**src/rtl/sg13g2_gpio_pkg.sv**
```systemverilog
// Shared defaults and the per-channel output-enable state for the GPIO controller.
package sg13g2_gpio_pkg;

    localparam int unsigned NPADS_DEF = 8;
    localparam int unsigned DEB_W_DEF = 8;

    typedef enum logic [1:0] {
        IDLE  = 2'd0,
        ARM   = 2'd1,
        DRIVE = 2'd2
    } oe_state_e;

endpackage

```
**src/rtl/sg13g2_gpio_in_chan.sv**
```systemverilog
// One pad input channel: 2-flop synchroniser, counter debouncer, sticky edge flags.
module sg13g2_gpio_in_chan
    import sg13g2_gpio_pkg::*;
#(
    parameter int unsigned DEB_W = DEB_W_DEF
) (
    input  logic             clk,
    input  logic             rst,
    input  logic             p2c_i,
    input  logic [DEB_W-1:0] deb_cnt_i,
    input  logic             evt_clr_i,
    output logic             in_val_o,
    output logic             rise_evt_o,
    output logic             fall_evt_o
);

    logic             sync1_q;
    logic             s_q;
    logic             in_q,   in_d;
    logic [DEB_W-1:0] cnt_q,  cnt_d;
    logic             rise_q, rise_d;
    logic             fall_q, fall_d;
    logic             rise_set;
    logic             fall_set;

    // The >= compare lets a lowered threshold take effect even if cnt is already past it.
    always_comb begin
        in_d     = in_q;
        cnt_d    = cnt_q;
        rise_set = 1'b0;
        fall_set = 1'b0;
        if (s_q == in_q) begin
            cnt_d = '0;
        end else if (cnt_q >= deb_cnt_i) begin
            in_d     = s_q;
            cnt_d    = '0;
            rise_set = s_q;
            fall_set = ~s_q;
        end else begin
            cnt_d = cnt_q + DEB_W'(1);
        end
        rise_d = (rise_q & ~evt_clr_i) | rise_set;
        fall_d = (fall_q & ~evt_clr_i) | fall_set;
    end

    always_ff @(posedge clk) begin
        if (rst) begin
            sync1_q <= 1'b0;
            s_q     <= 1'b0;
            in_q    <= 1'b0;
            cnt_q   <= '0;
            rise_q  <= 1'b0;
            fall_q  <= 1'b0;
        end else begin
            sync1_q <= p2c_i;
            s_q     <= sync1_q;
            in_q    <= in_d;
            cnt_q   <= cnt_d;
            rise_q  <= rise_d;
            fall_q  <= fall_d;
        end
    end

    assign in_val_o   = in_q;
    assign rise_evt_o = rise_q;
    assign fall_evt_o = fall_q;

endmodule

```
**src/rtl/sg13g2_gpio_ctrl.sv**
```systemverilog
// GPIO pad controller: registered output drive with delayed enable, debounced inputs, irq.
module sg13g2_gpio_ctrl
    import sg13g2_gpio_pkg::*;
#(
    parameter int unsigned NPADS = NPADS_DEF,
    parameter int unsigned DEB_W = DEB_W_DEF
) (
    input  logic             clk,
    input  logic             rst,
    input  logic [NPADS-1:0] out_val,
    input  logic [NPADS-1:0] out_en,
    output logic [NPADS-1:0] c2p,
    output logic [NPADS-1:0] c2p_en,
    input  logic [NPADS-1:0] p2c,
    input  logic [DEB_W-1:0] deb_cnt,
    output logic [NPADS-1:0] in_val,
    output logic [NPADS-1:0] rise_evt,
    output logic [NPADS-1:0] fall_evt,
    input  logic [NPADS-1:0] evt_clr,
    input  logic [NPADS-1:0] irq_mask,
    output logic             irq
);

    logic [NPADS-1:0] c2p_q;
    logic [NPADS-1:0] c2p_en_q;
    oe_state_e        oe_q [NPADS];

    // ARM delays the enable one cycle so c2p settles before the pad starts driving.
    always_ff @(posedge clk) begin
        if (rst) begin
            c2p_q    <= '0;
            c2p_en_q <= '0;
            for (int unsigned i = 0; i < NPADS; i++) begin
                oe_q[i] <= IDLE;
            end
        end else begin
            c2p_q <= out_val;
            for (int unsigned i = 0; i < NPADS; i++) begin
                case (oe_q[i])
                    IDLE: begin
                        if (out_en[i]) oe_q[i] <= ARM;
                    end
                    ARM: begin
                        if (out_en[i]) begin
                            oe_q[i]     <= DRIVE;
                            c2p_en_q[i] <= 1'b1;
                        end else begin
                            oe_q[i]     <= IDLE;
                        end
                    end
                    DRIVE: begin
                        if (!out_en[i]) begin
                            oe_q[i]     <= IDLE;
                            c2p_en_q[i] <= 1'b0;
                        end
                    end
                    default: begin
                        oe_q[i]     <= IDLE;
                        c2p_en_q[i] <= 1'b0;
                    end
                endcase
            end
        end
    end

    assign c2p    = c2p_q;
    assign c2p_en = c2p_en_q;

    for (genvar g = 0; g < NPADS; g++) begin : g_in
        sg13g2_gpio_in_chan #(
            .DEB_W (DEB_W)
        ) u_chan (
            .clk        (clk),
            .rst        (rst),
            .p2c_i      (p2c[g]),
            .deb_cnt_i  (deb_cnt),
            .evt_clr_i  (evt_clr[g]),
            .in_val_o   (in_val[g]),
            .rise_evt_o (rise_evt[g]),
            .fall_evt_o (fall_evt[g])
        );
    end

    assign irq = |((rise_evt | fall_evt) & irq_mask);

endmodule

```
**config.mk**
```make
export PLATFORM = sky130hd
export DESIGN_NAME = sg13g2_gpio_ctrl
export DESIGN_NICKNAME = d
export VERILOG_FILES = /design/src/rtl/sg13g2_gpio_pkg.sv /design/src/rtl/sg13g2_gpio_in_chan.sv /design/src/rtl/sg13g2_gpio_ctrl.sv
export SDC_FILE = /design/constraint.sdc
export NUM_CORES = 1
export LEC_CHECK = 0
export BUFFER_PORTS_ARGS = -buffer_cell sky130_fd_sc_hd__buf_4
export CAP_MARGIN = 10
export CORE_MARGIN = 5
export CORE_UTILIZATION = 58
export CTS_CLUSTER_SIZE = 28
export DETAILED_ROUTE_END_ITERATION = 8
export PLACE_DENSITY = 0.89
export SETUP_SLACK_MARGIN = 0.4
export SLEW_MARGIN = 20
export SYNTH_ARGS = -nofsm -noshare
export SYNTH_HDL_FRONTEND = slang
export SYNTH_SLANG_ARGS = --single-unit
```
**constraint.sdc**
```tcl
create_clock -name clk -period 1.8 [get_ports clk]
set_input_delay 0.18 -clock clk [delete_from_list [all_inputs] [get_ports clk]]
set_output_delay 0.18 -clock clk [all_outputs]
set_load 0.01 [all_outputs]
```
==> run_results.csv <==
group,metric,value,unit
power_and_ir_drop,powerDensity,769,nW/um^2
synth,ys_warn_count,0,
clock_network,tritoncts.num_buffers,17,
timing,final.hold.worst_slack,-0.00735,ns
layout,fin_util,0.879,
synth,ys_ff_latch,136,
route,detailed_route_via_count,7483,
setup_path,cp_top_family,"flip-flops",
global_routing,grt_pass1_wl,39.0,mm
global_routing,number_of_global_route_vias_before_repair,7127,
timing,final-setup-viol-count,3,
timing,setup_tns,-0.207,ns
clock_network,root_buffer,"clkbuf_16",
timing,worst-slew-pin-transition,0.684,ns
synth,syn-cell-area,6780,sq um
layout,layout-drive-gt1-share,0.462,
global_routing,grt_max_degree,37,
clock_network,cts_max_level,4,
synth,post_synth_inst_count,722,
global_routing,grt_use_total,0.353,
route,routedWlPerCell,31.7,um
placement,preCtsSetupSlack,-0.0630,ns
synth,post-synth-top-area-fraction,0.355,
synth,syn-mean-instance-area,9.39,sq um
run_status,status,"finished with violations",
clock_network,clock_insertion_delay_worst_skew,0.44,ns
synth,syn_nets,844,
timing,final_slew_violations,0,
power_and_ir_drop,static-leakage-power,3.94,nW
floorplanning,die-area,13900,sq um
synth,most_instantiated_library_cell_after_synthesis,"dfxtp_1",
setup_path,path_common_cell,"buf_6",
floorplanning,effective_utilization_at_floorplan,0.593,
placement,weighted_congestion_at_the_end_of_routability_driven_global_placement,0.864,
placement,place.port_buffers,90,
synth,post_synth_num_cell_types,36,
setup_path,cp-end-kind,"output port",
min_path,holdCritPathClass,"primary input to flop",
floorplanning,fp.dieH,118,um
timing,fmax,508,MHz
timing,postLayoutSetupSlackWorst,-0.168,ns
setup_path,worst_ep_arrival_time,1.79,ns
setup_path,critical_path.slowest_cell,"dfxtp_2",
global_routing,grt_antenna_before_repair,0,
clock_network,numClockSinks,136,
timing,worst_clock_skew,0.00683,ns
setup_path,cp_data_required_time,1.62,ns
synth,yosysTopAreaCell,"dfxtp_1",
layout,finalNetCount,1001,
timing,slew_headroom,0.544,
floorplanning,fp-row-count,39,
floorplanning,chipWidth,118,um
run_status,failed_checks,"negative hold slack, negative setup slack",
global_routing,overflow,0,
route,dr.pass1.iters,8,
setup_path,path_class,"flop to output port",
route,ant_nets,0,
clock_network,cts.reportedPaths.clkPinSlew,0.07,ns
route,via_per_inst,7.23,
synth,leading_post_synthesis_cells_by_instance_count,"120 x dfxtp_1, 79 x nor2_1, 72 x ha_1",
layout,antenna_cells,0,
synth,synth_ff_type,"dfxtp_1",
setup_path,critPathMaxStageDelay,0.37,ns
route,detail_route.iter0.violations,1485,
flow_run,drv_cap,0,
power_and_ir_drop,peakVddDrop,0.000868,V
floorplanning,core,11400,sq um
timing,grt_setup_unrepaired,"yes",
synth,ys_top_cells_by_area,"dfxtp_1 35%, ha_1 13%, edfxtp_1 7.1%",
placement,place_hpwl,11.5,mm
layout,layout-area-overhead-vs-synth,48.0,%
timing,layout_worst_path_cycle_share,1.09,
setup_path,crit_fanout,3,
synth,synthArstFlopShare,0,
setup_path,path_cells,"o21ai_2, buf_6, nand4_1, or2_4, buf_6",
synth,synth_enable_flop_cells,16,
route,postRouteWirelength,32.8,mm
clock_network,cts_tree,"built",
clock_network,cts.path.max_buffers,2,
synth,synth.yosys.seq_area_share,0.425,
timing,final.min_clock_period,1.97,ns
floorplanning,io-pin-count,91,
timing,final-hold-violation-count,1,
setup_path,worst_setup_path_start_kind,"flop",
route,drcViolationCount,0,
setup_path,crit_buf_inv,2,
==> cells in the final DEF (no fill, tap or decap), types with 24 or more instances in the layout <==
cell | synthesis | routed
nor2b_1 | 40 | 32
dfxtp_1 | 120 | 72
buf_4 | 24 | 138
ha_1 | 72 | 33
nor2_1 | 79 | 27
nor2_4 | 0 | 29
nand2_1 | 33 | 30
nand2b_1 | 24 | 24
xor2_1 | 40 | 40
ha_4 | 0 | 35
nand3_1 | 41 | 37
inv_1 | 35 | 26
dfxtp_2 | 0 | 27
==> metrics by stage <==
stage	instances	total power (W)	cell area [sq um]	hold WS, ns
final	1035	0.00771	10000	-0.00735
after global routing	1035	0.00782	10000	0.0177
after CTS	1023	0.00725	9330	0.00208
after detailed placement	938	0.00392	7610	0.382
after global placement	938	0.00387	7610	0.377
after floorplan	722	0.00364	6800	0.274
==> registers in the layout, indices dropped and copies added (netlist names) <==
| register | count |
|---|---|
| g_in.u_chan.cnt_q | 64 |
| g_in.u_chan.s_q | 8 |
| g_in.u_chan.rise_evt_o | 8 |
| g_in.u_chan.in_val_o | 8 |
| g_in.u_chan.sync1_q | 8 |
| c2p_en | 8 |
| g_in.u_chan.fall_evt_o | 8 |
| oe_q | 16 |
| c2p | 8 |
==> where the power goes <==
part	internal (W)	total (W)	switching [W]	leakage [nW]
Combinational	0.000411	0.000915	0.000504	2.48
Clock	0.00182	0.00349	0.00167	0.276
Sequential	0.00318	0.00331	0.000132	1.18
==> layout make-up <==
class | count | area (sq um)
repair buffers | 173 | 1460
flip-flops and latches | 136 | 3000
multi-input cells | 516 | 4700
clock buffers | 17 | 425
fillers | 373 | 1390
well taps | 143 | 179
clock inverters | 15 | 136
inverters | 35 | 139
==> worst register-to-register path: stages, from the launching register on <==
cell      delay, ns
dfxtp_4        0.37
ha_4           0.23
a211oi_2       0.24
o21ai_2        0.10
a21oi_2        0.21
buf_4          0.19
mux2i_1        0.28
nor2_1         0.10
==> layer usage <==
metal	track usage	vias to the layer above	wire (um)
met5	0	-	0
met4	0.245	0	3340
met3	0.107	341	4560
met2	0.575	860	14400
met1	0.393	3487	10500
li1	-	2795	-
==> timing repair <==
| action | in CTS | in global routing |
|---|---|---|
| setup buffers | 35 | 11 |
| gates cloned | 0 | 0 |
| pin swaps | 103 | 31 |
| hold endpoints to repair | 18 | 1 |
| gates resized for setup | 151 | 140 |
| hold buffers | 18 | 1 |
| setup endpoints to repair | 89 | 89 |
==> path summary, 6_finish.rpt <==
kind / startpoint / to / slack (ns) / depth (start not counted)
min: p2c[4] / g_in[4].u_chan.sync1_q / -0.007 / 2
max: g_in[4].u_chan.fall_evt_o / irq / -0.17 / 5
max reg2reg: g_in[1].u_chan.cnt_q[2] / g_in[1].u_chan.in_val_o / -0.03 / 7
min reg2reg: g_in[5].u_chan.sync1_q / g_in[5].u_chan.s_q / 0.47 / 1
==> cell families (layout without fill, tap and decap cells) <==
| family | count (synthesis) | after routing | share of synthesized area |
|---|---|---|---|
| and+or+nand+nor | 286 | 286 | 0.219 |
| adders and majority gates | 72 | 72 | 0.133 |
| muxes | 4 | 4 | 0.00591 |
| xor gates and xnor gates | 54 | 54 | 0.0698 |
| DFF | 136 | 136 | 0.425 |
| AOI/OAI and AO/OA | 100 | 100 | 0.0945 |
| buffers and inverters | 70 | 240 | 0.0526 |
Note: power is estimated with default switching activity, not from simulation.
